**config.mk**
```make
export PLATFORM = sky130hd
export DESIGN_NAME = inst_encoder
export DESIGN_NICKNAME = d
export VERILOG_FILES = /design/src/rtl/rv32_pkg.sv /design/src/rtl/inst_pack.sv /design/src/rtl/inst_encoder.sv
export SDC_FILE = /design/constraint.sdc
export NUM_CORES = 1
export LEC_CHECK = 0
export BUFFER_PORTS_ARGS = -buffer_cell sky130_fd_sc_hd__buf_2
export CORE_ASPECT_RATIO = 1.4
export CORE_UTILIZATION = 32
export CTS_BUF_LIST = sky130_fd_sc_hd__clkbuf_8
export DETAILED_ROUTE_END_ITERATION = 16
export PLACE_DENSITY = 0.55
export SLEW_MARGIN = 5
export SYNTH_ARGS = -nofsm -noshare
export SYNTH_HDL_FRONTEND = slang
export SYNTH_SLANG_ARGS = --single-unit
```
**constraint.sdc**
```tcl
create_clock -name clk -period 1.66 [get_ports clk]
set_input_delay 0.166 -clock clk [delete_from_list [all_inputs] [get_ports clk]]
set_output_delay 0.166 -clock clk [all_outputs]
set_load 0.005 [all_outputs]
```
**src/rtl/rv32_pkg.sv**
```systemverilog
// rtl/rv32_pkg.sv - RV32I format codes, opcodes, immediate limits and encoder states
// LI_EXPAND_EN selects whether the LI_HI state exists.
package rv32_pkg;

    localparam logic [2:0] FMT_I  = 3'd0;
    localparam logic [2:0] FMT_S  = 3'd1;
    localparam logic [2:0] FMT_SB = 3'd2;
    localparam logic [2:0] FMT_UJ = 3'd3;
    localparam logic [2:0] FMT_U  = 3'd4;
    localparam logic [2:0] FMT_LI = 3'd5;

    localparam logic [6:0] OP_LUI = 7'b0110111;
    localparam logic [6:0] OP_IMM = 7'b0010011;

    localparam logic [31:0] NOP_WORD = 32'h00000013;

    localparam int IMM12_MIN = -2048;
    localparam int IMM12_MAX = 2047;
    localparam int SB_MIN    = -4096;
    localparam int SB_MAX    = 4094;
    localparam int UJ_MIN    = -(1 << 20);
    localparam int UJ_MAX    = (1 << 20) - 2;

    function automatic logic in_range(input logic [31:0] v, input int lo, input int hi);
        return ($signed(v) >= lo) && ($signed(v) <= hi);
    endfunction

`ifdef LI_EXPAND_EN
    typedef enum logic {IDLE = 1'b0, LI_HI = 1'b1} state_t;
`else
    typedef enum logic {IDLE = 1'b0} state_t;
`endif

endpackage

```
**src/rtl/inst_pack.sv**
```systemverilog
// rtl/inst_pack.sv - combinational RV32I field packer and immediate range checker
// Handles I/S/SB/UJ/U only; every other fmt code comes back as a rejected NOP.
module inst_pack #(
    parameter logic [31:0] NOP_WORD = rv32_pkg::NOP_WORD
) (
    input  logic [2:0]  fmt,
    input  logic [6:0]  opcode,
    input  logic [2:0]  funct3,
    input  logic [4:0]  rd,
    input  logic [4:0]  rs1,
    input  logic [4:0]  rs2,
    input  logic [31:0] imm,
    input  logic [31:0] pc,
    output logic [31:0] word,
    output logic        err
);
    import rv32_pkg::*;

    logic [31:0] off;

    // Branch/jump targets arrive absolute; the word carries the pc-relative offset.
    assign off = imm - pc;

    always_comb begin
        word = NOP_WORD;
        err  = 1'b1;
        case (fmt)
            FMT_I: begin
                err  = !in_range(imm, IMM12_MIN, IMM12_MAX);
                word = {imm[11:0], rs1, funct3, rd, opcode};
            end
            FMT_S: begin
                err  = !in_range(imm, IMM12_MIN, IMM12_MAX);
                word = {imm[11:5], rs2, rs1, funct3, imm[4:0], opcode};
            end
            FMT_SB: begin
                err  = !in_range(off, SB_MIN, SB_MAX) || off[0];
                word = {off[12], off[10:5], rs2, rs1, funct3, off[4:1], off[11], opcode};
            end
            FMT_UJ: begin
                err  = !in_range(off, UJ_MIN, UJ_MAX) || off[0];
                word = {off[20], off[10:1], off[11], off[19:12], rd, opcode};
            end
            FMT_U: begin
                err  = (imm[11:0] != 12'd0);
                word = {imm[31:12], rd, opcode};
            end
            default: ;
        endcase
        if (err) begin
            word = NOP_WORD;
        end
    end

endmodule

```
**src/rtl/inst_encoder.sv**
```systemverilog
// rtl/inst_encoder.sv - registered valid/ready RV32I instruction encoder with LI expansion
// LI_EXPAND_EN builds the LUI+ADDI expansion; without it fmt=5 is rejected.
module inst_encoder #(
    parameter logic [31:0] NOP_WORD = rv32_pkg::NOP_WORD
) (
    input  logic        clk,
    input  logic        rst,
    input  logic        in_valid,
    output logic        in_ready,
    input  logic [2:0]  fmt,
    input  logic [6:0]  opcode,
    input  logic [2:0]  funct3,
    input  logic [4:0]  rd,
    input  logic [4:0]  rs1,
    input  logic [4:0]  rs2,
    input  logic [31:0] imm,
    input  logic [31:0] pc,
    output logic        out_valid,
    input  logic        out_ready,
    output logic [31:0] out_inst,
    output logic        out_err,
    output logic        out_last
);
    import rv32_pkg::*;

    state_t      state, state_n;
    logic        out_valid_n, out_err_n, out_last_n;
    logic [31:0] out_inst_n;
    logic [31:0] pack_word;
    logic        pack_err;
    logic        accept, drain;

`ifdef LI_EXPAND_EN
    logic [11:0] lo_q, lo_n;
    logic [4:0]  rd_q, rd_n;
`endif

    inst_pack #(.NOP_WORD(NOP_WORD)) u_pack (
        .fmt    (fmt),
        .opcode (opcode),
        .funct3 (funct3),
        .rd     (rd),
        .rs1    (rs1),
        .rs2    (rs2),
        .imm    (imm),
        .pc     (pc),
        .word   (pack_word),
        .err    (pack_err)
    );

    assign in_ready = (state == IDLE) && (!out_valid || out_ready);
    assign accept   = in_valid && in_ready;
    assign drain    = out_valid && out_ready;

    always_comb begin
        state_n     = state;
        out_valid_n = out_valid;
        out_inst_n  = out_inst;
        out_err_n   = out_err;
        out_last_n  = out_last;
`ifdef LI_EXPAND_EN
        lo_n        = lo_q;
        rd_n        = rd_q;
`endif
        if (accept) begin
            out_valid_n = 1'b1;
            out_inst_n  = pack_word;
            out_err_n   = pack_err;
            out_last_n  = 1'b1;
`ifdef LI_EXPAND_EN
            if (fmt == FMT_LI) begin
                out_err_n = 1'b0;
                if (in_range(imm, IMM12_MIN, IMM12_MAX)) begin
                    out_inst_n = {imm[11:0], 5'd0, 3'b000, rd, OP_IMM};
                end else begin
                    // Round the upper part up when lo is negative so LUI+ADDI sums to imm.
                    out_inst_n = {imm[31:12] + {19'd0, imm[11]}, rd, OP_LUI};
                    out_last_n = 1'b0;
                    lo_n       = imm[11:0];
                    rd_n       = rd;
                    state_n    = LI_HI;
                end
            end
`endif
        end else if (drain) begin
            out_valid_n = 1'b0;
`ifdef LI_EXPAND_EN
            if (state == LI_HI) begin
                out_valid_n = 1'b1;
                out_inst_n  = {lo_q, rd_q, 3'b000, rd_q, OP_IMM};
                out_err_n   = 1'b0;
                out_last_n  = 1'b1;
                state_n     = IDLE;
            end
`endif
        end
    end

    always_ff @(posedge clk or posedge rst) begin
        if (rst) begin
            state     <= IDLE;
            out_valid <= 1'b0;
            out_inst  <= 32'd0;
            out_err   <= 1'b0;
            out_last  <= 1'b0;
        end else begin
            state     <= state_n;
            out_valid <= out_valid_n;
            out_inst  <= out_inst_n;
            out_err   <= out_err_n;
            out_last  <= out_last_n;
        end
    end

`ifdef LI_EXPAND_EN
    always_ff @(posedge clk or posedge rst) begin
        if (rst) begin
            lo_q <= 12'd0;
            rd_q <= 5'd0;
        end else begin
            lo_q <= lo_n;
            rd_q <= rd_n;
        end
    end
`endif

endmodule

```
==> results of run 1 <==
## cells in the final DEF (no fill, tap or decap), types with 5 or more instances in the layout
| master | count |
|---|---|
| a22oi_1 | 25 |
| buf_4 | 210 |
| inv_1 | 40 |
| or2_2 | 6 |
| nand3_1 | 9 |
| buf_2 | 128 |
| nand2_1 | 62 |
| nor2b_1 | 6 |
| ha_1 | 23 |
| nor4_1 | 9 |
| nand2b_1 | 8 |
| xnor2_1 | 11 |
| dfrtp_1 | 35 |
| and2_1 | 26 |
| or3_1 | 5 |
| a31oi_1 | 9 |
| a41oi_1 | 8 |
| o21a_1 | 11 |
| clkbuf_8 | 5 |
| a21oi_2 | 6 |
| a21oi_1 | 72 |
| a211o_1 | 5 |
| o2bb2ai_1 | 10 |
| o21ai_1 | 8 |
| nor2_1 | 46 |
| o21ai_0 | 67 |
| nor3_1 | 12 |
| a21o_1 | 10 |
| ha_4 | 8 |
| a211oi_1 | 7 |
| and3_1 | 6 |
| nand4_1 | 20 |
| xor2_1 | 9 |
| o211ai_1 | 9 |
## what timing repair did
action	4_1_cts	5_1_grt
gates resized for setup	26	27
buffers inserted	5	6
hold buffers	1	0
cloned	1	0
pin swaps	23	14
endpoints found under the hold margin	35	0
setup endpoints to repair	33	33
## state kept, by name (all words and copies together), names as in the netlist
register / count
out_err: 1
out_inst: 32
out_last: 1
out_valid: 1
## synth_stat cells, types with 9 or more instances
cell | n | area [µm²]
a21oi_1 | 78 | 390
o21ai_0 | 69 | 345
nand2_1 | 63 | 236
nor2_1 | 46 | 173
inv_1 | 42 | 158
dfrtp_1 | 35 | 876
ha_1 | 31 | 388
clkbuf_1 | 27 | 101
a22oi_1 | 26 | 195
and2_1 | 26 | 163
nand4_1 | 20 | 125
nor3_1 | 14 | 70.1
a31oi_1 | 13 | 81.3
xnor2_1 | 12 | 105
a21o_1 | 11 | 82.6
nand3_1 | 11 | 55.1
o21a_1 | 11 | 82.6
nor4_1 | 10 | 62.6
o2bb2ai_1 | 10 | 87.6
nand2b_1 | 9 | 56.3
o211ai_1 | 9 | 67.6
xor2_1 | 9 | 78.8
## power groups by stage
| stage | Clock [mW] | Sequential (mW) | Combinational [mW] |
|---|---|---|---|
| 2_1_floorplan | 0 | 0.912 | 1.06 |
| 3_3_place_gp | 0 | 0.909 | 2.22 |
| 3_5_place_dp | 0 | 0.910 | 2.23 |
| 4_1_cts | 0.614 | 0.894 | 2.29 |
| 5_1_grt | 0.645 | 0.896 | 2.58 |
| 6_report | 0.589 | 0.893 | 2.38 |
## worst register-to-register path, stage by stage (launching register included)
cell	delay, ps
dfrtp_1	370
nand2b_1	120
and2_1	210
o211ai_1	140
a31o_2	340
a22o_1	240
a31oi_1	140
## cell families after synthesis
kind of cell               count (synthesis)
AOI/OAI and AO/OA                        292
buffers and inverters                     82
adders and majority gates                 32
DFF                                       35
xor gates and xnor gates                  21
and+or+nand+nor                          237
muxes                                      5
## per-layer routing
layer  vias to the layer above  GRT usage, %  routed length [µm]
li1                       3305             -                   -
met5                         -             0                   0
met2                       197          48.9               10800
met3                        56          1.31                 594
met1                      3059          27.3                7950
met4                         0          13.2                1090
## layout make-up
cell class                 count  area share (%)
sequential                    35            11.2
clock inverter                 3           0.160
tap                          192            3.07
timing repair buffer         350            30.7
multi-input combinational    588            51.8
clock buffer                   5           0.880
inverter                      43            2.26
## worst paths after layout
path,endpoint,slack [ps],startpoint
hold reg to reg,out_last,460,out_last
hold / removal,out_valid,80,in_valid
max in group asynchronous,out_inst[8],840,rst
setup reg to reg,out_inst[18],10,out_valid
min in group asynchronous,out_inst[19],490,rst
setup / recovery,out_err,-1600,imm[8]
==> key figures, run 1 <==
Finish
  – Final design utilization: 51.7%
  – Fin cells: 1216
  – Final nets: 1151
  – Area grow syn2layout: 57.2%
  – Post-route cell area: 7820 µm²
  – Diode count: 0
  – Multi-input logic area: 4050 µm²
  – Fraction of layout cells with a size suffix above 1: 40.2%
  – # fillers: 1504
  – Register area: 876 µm²

Synth
  – Synth Area in XOR/XNOR: 3.70%
  – Mapped Area: 4970 µm²
  – Netlist cell types: 73
  – Average cell area after synthesis: 7.07 µm²
  – Yosys reg bits: 35
  – Cells after synthesis: 704
  – Syn nets: 832
  – Synth Flop Type: dfrtp_1
  – Complex-gate fraction of the synthesized area: 38.6%
  – Post-synthesis mux area share: 1.06%
  – Synth Area in Adders: 8.20%
  – EDFF count, synth: 0
  – Post-synthesis simple-gate area fraction: 24.3%
  – Largest family of logic cells by synthesized area: compound AO/OA/AOI/OAI gates
  – Yosys Warn Count: 0
  – Post-synthesis sequential area ratio: 17.6%
  – Ys async rst share: 100%

Clock network
  – Clock Sinks: 35
  – CTS clk-pin slew, worst paths: 70 ps
  – Clock Tree Root: clkbuf_8
  – Htree depth: 2
  – Skew-Pair Late Insertion Delay: 290 ps
  – Clock Tree Buf Depth: 2
  – CTS tree: yes
  – Clock buffer count from CTS: 5

Worst setup path
  – CP Max Fanout: 4
  – Cell family with most CP delay: compound AO/OA/AOI/OAI gates
  – Critical path's slowest cell: or4_4
  – Crit path capture type: flip-flop
  – Critical-path cell list: buf_6 -> ha_4 -> buf_6 -> nand4_1 -> or3_4 -> a21o_1 -> a2111o_1 -> a21boi_2 -> o2111ai_2 -> or4_4 -> a2111oi_4 -> buf_4 -> buf_4 -> o2bb2ai_2 -> o221a_1
  – Required @ worst endpoint: 1850 ps
  – Path depth of the worst reg2reg path: 6
  – WP data arrival: 3450 ps
  – CP Launch Type: input port
  – CP peak stage delay: 570 ps
  – Worst Path Class, Setup: in2reg
  – WP depth: 15
  – Buffer and inverter count on the worst path: 4

Power
  – Total power: 3.86 mW
  – Pleak: 3.72 nW
  – Worst vdd ir: 0.471 mV
  – Switch share: 39.1%
  – Internal Power: 2.35 mW
  – Reg power frac: 23.1%
  – Cell Pwr Density: 494 nW/µm²
  – Switching power: 1.51 mW
  – Clk pwr share: 15.3%
  – Comb pwr share: 61.6%

Floorplan
  – Core area: 15100 µm²
  – Die Ht: 150 µm
  – Starting Density: 32.9%
  – Row Count: 53
  – Full die area: 16100 µm²
  – Die width: 107 µm
  – Top Ports: 132

GRT
  – Initial antenna violation count: 0
  – Vias in the first global route: 6371
  – Overall routing resource usage: 25.3%
  – First-pass GRT wire length: 31.8 mm
  – Largest net degree at the start of global routing: 36
  – Remaining Overflow, GRT: 0

Drt
  – 1st-pass router iterations: 5
  – DR DRC count: 0
  – Routed WL: 20.4 mm
  – DR WL/cell: 16.8 µm
  – ANT nets after route: 0
  – Via count: 6617
  – Vias/cell: 5.44
  – Iteration-0 DRC Markers: 300

Outcome
  – Status: finished with violations
  – Failing checks: negative setup slack

STA
  – Final Critical Period: 3260 ps
  – Worst-Margin Slew: 453 ps
  – Final number of hold-violating endpoints: 0
  – Worst setup margin: -1600 ps
  – Slew Limit Fails: 0
  – Clock Skews: 6.10 ps
  – Final setup viols: 33
  – Hold Slack: 78.2 ps
  – Final period utilization: 197%
  – RSZ-0062 raised after global routing: yes
  – Max-slew headroom: 69.5%
  – Top achievable clock speed: 306 MHz
  – TNS Setup: -51890 ps

Placement
  – Port Buffers: 131
  – Placer Congestion: 1.01
  – Pre-CTS setup slack: -2030 ps
  – Post-DP HPWL: 17.3 mm
  – Placed Cells: 1195
  – Area after DPL: 7360 µm²

Hold path
  – Min-delay worst type: in2reg
  – Min-Delay Path Depth: 2

Job
  – Max-cap viol count: 0
No activity file was read; power rests on OpenSTA's default activity.
==> run 2, diff against run 1 <==
--- a/config.mk
+++ b/config.mk
@@ -7,10 +7,10 @@
 export LEC_CHECK = 0
 export BUFFER_PORTS_ARGS = -buffer_cell sky130_fd_sc_hd__buf_2
 export CORE_ASPECT_RATIO = 1.4
-export CORE_UTILIZATION = 32
+export CORE_UTILIZATION = 35
 export CTS_BUF_LIST = sky130_fd_sc_hd__clkbuf_8
 export DETAILED_ROUTE_END_ITERATION = 16
-export PLACE_DENSITY = 0.55
+export PLACE_DENSITY = 0.59
 export SLEW_MARGIN = 5
 export SYNTH_ARGS = -nofsm -noshare
 export SYNTH_HDL_FRONTEND = slang
==> run 2 against run 1 <==
  * The run still ends with negative setup slack left
  * Critical path depth is 2 lower
  * Register-to-register slack better by 40 ps
  * Maximum frequency grew 0.90%
  * Global-route usage rose by 3.1 points
  * Clock skew fell by 4.2 ps
  * Worst hold slack improved by 9.8 ps
  * Count of clock-buffer cells in the layout is 2 higher
==> key figures, run 2 (synthesized netlist as in run 1, its figures left out) <==
Drt
  – Via count: 6667 (+0.76%)
  – Iteration-0 DRC Markers: 257 (-14%)
  – ANT nets after route: 0 (unchanged)
  – DR WL/cell: 17.3 µm (+3.1%)
  – Vias/cell: 5.49 (+0.84%)
  – Routed WL: 21.0 mm (+3.0%)
  – DR DRC count: 0 (unchanged)
  – 1st-pass router iterations: 5 (unchanged)

Worst setup path
  – Path depth of the worst reg2reg path: 8 (+2)
  – Crit path capture type: flip-flop
  – Reg-to-reg endpoint: out_inst[30]
  – Flop2flop setup slack: 50 ps (+40 ps)
  – CP Max Fanout: 7 (+3)
  – CP Launch Type: input port
  – Required @ worst endpoint: 1840 ps (about the same)
  – WP data arrival: 3410 ps (-40 ps)
  – R2r startpoint: out_valid
  – Worst Path Class, Setup: in2reg

Hold path
  – Min-delay worst type: in2reg
  – Hold EP: out_valid
  – Hold Crit Start: in_valid
  – Min-Delay Path Depth: 2 (unchanged)

GRT
  – Largest net degree at the start of global routing: 36 (unchanged)
  – Overall routing resource usage: 28.5% (+3.1 points)
  – Initial antenna violation count: 0 (unchanged)
  – Vias in the first global route: 6469 (+1.5%)
  – Remaining Overflow, GRT: 0 (unchanged)
  – First-pass GRT wire length: 32.2 mm (+1.3%)

Power
  – Clk pwr share: 16.5% (+1.2 points)
  – Pleak: 3.76 nW (+0.98%)
  – Internal Power: 2.48 mW (+5.4%)
  – Reg power frac: 22.1% (-1.0 points)
  – Cell Pwr Density: 507 nW/µm² (+2.8%)
  – Worst vdd ir: 0.284 mV (-40%)
  – Switch share: 38.6% (-0.46 points)
  – Comb pwr share: 61.3% (-0.3 points)
  – Switching power: 1.56 mW (+3.4%)

STA
  – Worst-Margin Slew: 658 ps (+205 ps)
  – Top achievable clock speed: 309 MHz (+0.90%)
  – Slew Limit Fails: 0 (unchanged)
  – Final Critical Period: 3230 ps (-29.2 ps)
  – Worst setup margin: -1570 ps (+29.2 ps)
  – Final number of hold-violating endpoints: 0 (unchanged)
  – Clock Skews: 1.86 ps (-4.25 ps)
  – RSZ-0062 raised after global routing: yes
  – Max-slew headroom: 55.9% (-14 points)
  – Final setup viols: 33 (unchanged)
  – Final period utilization: 195% (-1.8 points)

Floorplan
  – Starting Density: 35.8% (+2.9 points)
  – Full die area: 14700 µm² (-8.4%)
  – Top Ports: 132 (unchanged)
  – Row Count: 51 (-3.8%)
  – Core area: 13900 µm² (-8.0%)
  – Die width: 103 µm (-4.3%)
  – Die Ht: 143 µm (-4.3%)

Job
  – Max-cap viol count: 0 (unchanged)

Placement
  – Post-DP HPWL: 17.7 mm (+2.2%)
  – Area after DPL: 7380 µm² (+0.29%)
  – Port Buffers: 131 (unchanged)
  – Placed Cells: 1197 (+0.17%)
  – Placer Congestion: 0.943 (-7.0%)
  – Pre-CTS setup slack: -2060 ps (-32.8 ps)

Clock network
  – Clock Tree Root: clkbuf_8
  – Htree depth: 2 (unchanged)
  – Clock Tree Buf Depth: 2 (unchanged)
  – Clock Sinks: 35 (unchanged)
  – CTS clk-pin slew, worst paths: 70 ps (about the same)
  – Skew-Pair Late Insertion Delay: 290 ps (about the same)
  – Clock buffer count from CTS: 5 (unchanged)
  – CTS tree: yes

Outcome
  – Status: finished with violations
  – Failing checks: negative setup slack

Finish
  – Post-route cell area: 7960 µm² (+1.8%)
  – Top reg by flops: out_inst
  – Area grow syn2layout: 60.1%
  – Most common cell after layout, fill and taps aside: buf_4
  – Flip-flop count of the largest register after layout: 32 (unchanged)
  – Final nets: 1157 (+0.52%)
  – Commonest cells after routing, fill and taps aside: buf_4, buf_2, a21oi_1, nand2_1, o21ai_0
  – Fraction of layout cells with a size suffix above 1: 42.1% (+1.9 points)
  – Fin cells: 1215 (-0.082%)
  – Diode count: 0 (unchanged)
## run 2: cell count changes in the layout (fill, tap and decap cells not counted), moves of 3 or more
cell	change
o21ai_1	+6
buf_4	+9
buf_6	+3
buf_8	-3
o21ai_2	+3
o21ai_0	-9
ha_1	-5
ha_4	+4
## run 2: final cells by class
| type | instances | area [µm²] |
|---|---|---|
| fillers | 1416 | 5950 |
| multi-input cells | 587 | 4150 |
| repair buffers | 357 | 2430 |
| flip-flops and latches | 35 | 876 |
| well taps | 185 | 231 |
| inverters | 43 | 174 |
| clock buffers | 7 | 96.3 |
| clock inverters | 1 | 3.75 |
## run 2: what timing repair did
action | 4_1_cts | 5_1_grt
pin swaps | 27 | 16
resized for setup | 54 | 24
hold buffers | 1 | 0
hold endpoints to repair | 35 | 0
buffers inserted | 5 | 5
endpoints found under the setup margin | 33 | 33
## run 2: metal layers
layer / wire length [µm] / track usage (%) / vias up
met1: 8060 / 30.6 / 3091
met2: 11100 / 54.3 / 218
met4: 1070 / 15.1 / 0
li1: - / - / 3297
met5: 0 / 0 / -
met3: 814 / 1.57 / 61
## run 2: how the worst max path moves through the flow
stage,startpoint,endpoint,depth (start not counted)
global route,pc[9],out_inst[29],15
floorplan,imm[0],out_err,14
CTS,imm[0],out_inst[1],14
global placement,imm[12],out_inst[27],15
finish,imm[8],out_inst[1],13
detailed placement,imm[0],out_inst[27],15
## run 2: metrics by stage
| step | TNS [ps] | util (%) | hold slack (ps) | total power, mW |
|---|---|---|---|---|
| 4_1_cts | -49220 | 56.1 | 86.9 | 3.95 |
| 5_1_grt | -54370 | 57.2 | 107 | 4.28 |
| 3_5_place_dp | -66130 | 53.0 | 287 | 3.16 |
| 6_report | -49890 | 57.2 | 88.0 | 4.04 |
| 3_3_place_gp | -63300 | 53.0 | 286 | 3.16 |
| 2_1_floorplan | -48680 | - | 274 | 1.98 |
## run 2: critical path, cell delays in order
cell and delay [ps]:
buf_6 100, ha_4 260, buf_6 100, nand4_1 120, or3_4 420, a21o_1 190
a2111o_1 400, a21boi_2 170, o2111ai_1 140, or4_4 450, a2111oi_4 380, o2bb2ai_4 160
o31a_1 320
## run 2: power groups by stage
stage | Combinational, mW | Clock (mW) | Sequential (mW)
after global routing | 2.67 | 0.705 | 0.898
after CTS | 2.37 | 0.681 | 0.895
after floorplan | 1.06 | 0 | 0.912
final | 2.48 | 0.667 | 0.895
after global placement | 2.25 | 0 | 0.909
after detailed placement | 2.25 | 0 | 0.910
==> run 3, diff against run 2 <==
--- a/config.mk
+++ b/config.mk
@@ -7,10 +7,9 @@
 export LEC_CHECK = 0
 export BUFFER_PORTS_ARGS = -buffer_cell sky130_fd_sc_hd__buf_2
 export CORE_ASPECT_RATIO = 1.4
-export CORE_UTILIZATION = 35
+export CORE_UTILIZATION = 30
 export CTS_BUF_LIST = sky130_fd_sc_hd__clkbuf_8
 export DETAILED_ROUTE_END_ITERATION = 16
-export PLACE_DENSITY = 0.59
 export SLEW_MARGIN = 5
 export SYNTH_ARGS = -nofsm -noshare
 export SYNTH_HDL_FRONTEND = slang
==> run 3 against run 2 <==
  * Worst setup slack lost 53 ps
  * The run still ends with negative setup slack left
  * Maximum frequency shrank 1.6%
  * Sequential cell count is the same
==> key figures, run 3 (synthesized netlist as in run 1, its figures left out) <==
Outcome
  – Status: finished with violations
  – Failing checks: negative setup slack

Worst setup path
  – CP Launch Type: input port
  – Crit. Startpoint: imm[0]
  – Crit path capture type: flip-flop
  – Required @ worst endpoint: 1840 ps (about the same)
  – WP data arrival: 3470 ps (+60 ps)
  – Path depth of the worst reg2reg path: 6 (-2)
  – Cell family with most CP delay: compound AO/OA/AOI/OAI gates
  – R2r startpoint: out_valid
  – Buffer and inverter count on the worst path: 3 (+1)
  – Critical path's slowest cell: or4_4
  – CP peak stage delay: 510 ps (+60 ps)
  – Flop2flop setup slack: 30 ps (-20 ps)
  – Critical-path cell list: buf_8 -> inv_12 -> ha_4 -> fa_2 -> nand2b_4 -> a21o_4 -> a21o_1 -> a2111o_1 -> a21boi_2 -> o2111ai_2 -> or4_4 -> a2111oi_4 -> buf_4 -> o2bb2ai_4 -> o31a_1
  – Reg-to-reg endpoint: out_inst[18]
  – CP Max Fanout: 5 (-2)
  – Worst Path Class, Setup: in2reg

Placement
  – Placer Congestion: 0.992 (+5.1%)
  – Placed Cells: 1210 (+1.1%)
  – Area after DPL: 7400 µm² (+0.31%)
  – Port Buffers: 131 (unchanged)
  – Post-DP HPWL: 17.9 mm (+1.2%)
  – Pre-CTS setup slack: -2030 ps (+29.3 ps)

GRT
  – Vias in the first global route: 6636 (+2.6%)
  – Initial antenna violation count: 0 (unchanged)
  – Remaining Overflow, GRT: 0 (unchanged)
  – Overall routing resource usage: 24.4% (-4.1 points)
  – Largest net degree at the start of global routing: 36 (unchanged)
  – First-pass GRT wire length: 33.5 mm (+4.0%)

STA
  – Slew Limit Fails: 0 (unchanged)
  – TNS Setup: -51540 ps (-1650 ps)
  – Max-slew headroom: 66.7% (+11 points)
  – RSZ-0062 raised after global routing: yes
  – Top achievable clock speed: 304 MHz (-1.6%)
  – Final setup viols: 33 (unchanged)
  – Worst setup margin: -1630 ps (-52.7 ps)
  – Worst-Margin Slew: 496 ps (-162 ps)
  – Final number of hold-violating endpoints: 0 (unchanged)
  – Final Critical Period: 3290 ps (+52.7 ps)
  – Final period utilization: 198% (+3.2 points)
  – Clock Skews: 3.59 ps (+1.74 ps)
  – Hold Slack: 84.2 ps (-3.82 ps)

Hold path
  – Min-Delay Path Depth: 2 (unchanged)
  – Hold EP: out_valid
  – Hold Crit Start: in_valid
  – Min-delay worst type: in2reg

Drt
  – Routed WL: 21.4 mm (+1.5%)
  – Iteration-0 DRC Markers: 366 (+42%)
  – 1st-pass router iterations: 5 (unchanged)
  – DR DRC count: 0 (unchanged)
  – ANT nets after route: 0 (unchanged)
  – Via count: 6697 (+0.45%)
  – Vias/cell: 5.42 (-1.2%)
  – DR WL/cell: 17.3 µm (-0.14%)

Clock network
  – Skew-Pair Late Insertion Delay: 300 ps (about the same)
  – Clock buffer count from CTS: 5 (unchanged)
  – CTS clk-pin slew, worst paths: 70 ps (about the same)
  – Clock Tree Buf Depth: 2 (unchanged)
  – CTS tree: yes
  – Clock Sinks: 35 (unchanged)
  – Clock Tree Root: clkbuf_8
  – Htree depth: 2 (unchanged)

Floorplan
  – Top Ports: 132 (unchanged)
  – Die Ht: 154 µm (+7.9%)
  – Row Count: 55 (+7.8%)
  – Core area: 16200 µm² (+16%)
  – Starting Density: 30.8% (-5.0 points)
  – Die width: 111 µm (+7.9%)
  – Full die area: 17100 µm² (+16%)

Finish
  – Flip-flop count of the largest register after layout: 32 (unchanged)
  – Top reg by flops: out_inst
  – Fin cells: 1235 (+1.6%)
  – Most common cell after layout, fill and taps aside: buf_4
  – Final design utilization: 49.8% (-7.4 points)
  – Area grow syn2layout: 61.9%
  – Fraction of layout cells with a size suffix above 1: 42.3% (+0.14 points)
  – Diode count: 0 (unchanged)
  – Final nets: 1163 (+0.52%)
  – Post-route cell area: 8050 µm² (+1.1%)
  – Commonest cells after routing, fill and taps aside: buf_4, buf_2, a21oi_1, o21ai_0, nand2_1

Power
  – Pleak: 3.79 nW (+1.0%)
  – Cell Pwr Density: 533 nW/µm² (+5.1%)
  – Total power: 4.29 mW (+6.3%)
  – Worst vdd ir: 0.768 mV (+170%)

Job
  – Max-cap viol count: 0 (unchanged)
-- run 3: cell types whose count changed in the layout (fill, tap and decap cells not counted), sizes merged --
| cell | change |
|---|---|
| o2bb2ai | +1 |
| buf | +5 |
| clkbuf | -2 |
| bufinv | +2 |
| clkinvlp | +1 |
| inv | -1 |
-- run 3: power breakdown --
group | internal, mW | leakage, nW | switching, mW
clock network | 0.599 | 0.0644 | 0.333
logic | 1.23 | 3.27 | 1.23
registers | 0.880 | 0.459 | 0.0145
-- run 3: repair_timing --
item | 4_1_cts | 5_1_grt
gates resized for setup | 36 | 40
cloned | 0 | 2
hold endpoints to repair | 35 | 0
pin swaps | 18 | 10
hold buffers | 1 | 0
setup buffers | 6 | 8
endpoints found under the setup margin | 33 | 33
-- run 3: how the worst max path moves through the flow --
| stage | to | slack [ps] | cells after the start |
|---|---|---|---|
| after CTS | out_inst[0] | -1550 | 14 |
| after global placement | out_inst[12] | -1940 | 15 |
| after global routing | out_inst[14] | -1730 | 15 |
| after floorplan | out_err | -1580 | 14 |
| after detailed placement | out_inst[11] | -2030 | 16 |
| final | out_inst[0] | -1630 | 15 |
-- run 3: metal layers --
layer	up-vias	global-route usage (%)	routed length, µm
met4	0	16.3	1350
met5	-	0	0
li1	3313	-	-
met1	3120	26.2	8170
met2	193	45.5	11100
met3	71	1.76	727
-- run 3: area by class of cell --
cell class	count	area, µm²
Clock buffer	5	68.8
Clock inverter	3	67.6
Fill cell	1586	8120
Inverter	43	176
Multi-Input combinational cell	588	4150
Sequential cell	35	876
Tap cell	199	249
Timing Repair Buffer	362	2470
-- run 3: worst register-to-register path, stage by stage, from the launching register on --
cell and delay (ps):
dfrtp_1 370, nand2b_1 80, and2_1 190, o211ai_1 140, a31o_2 350, a22o_1 280, a31oi_4 140
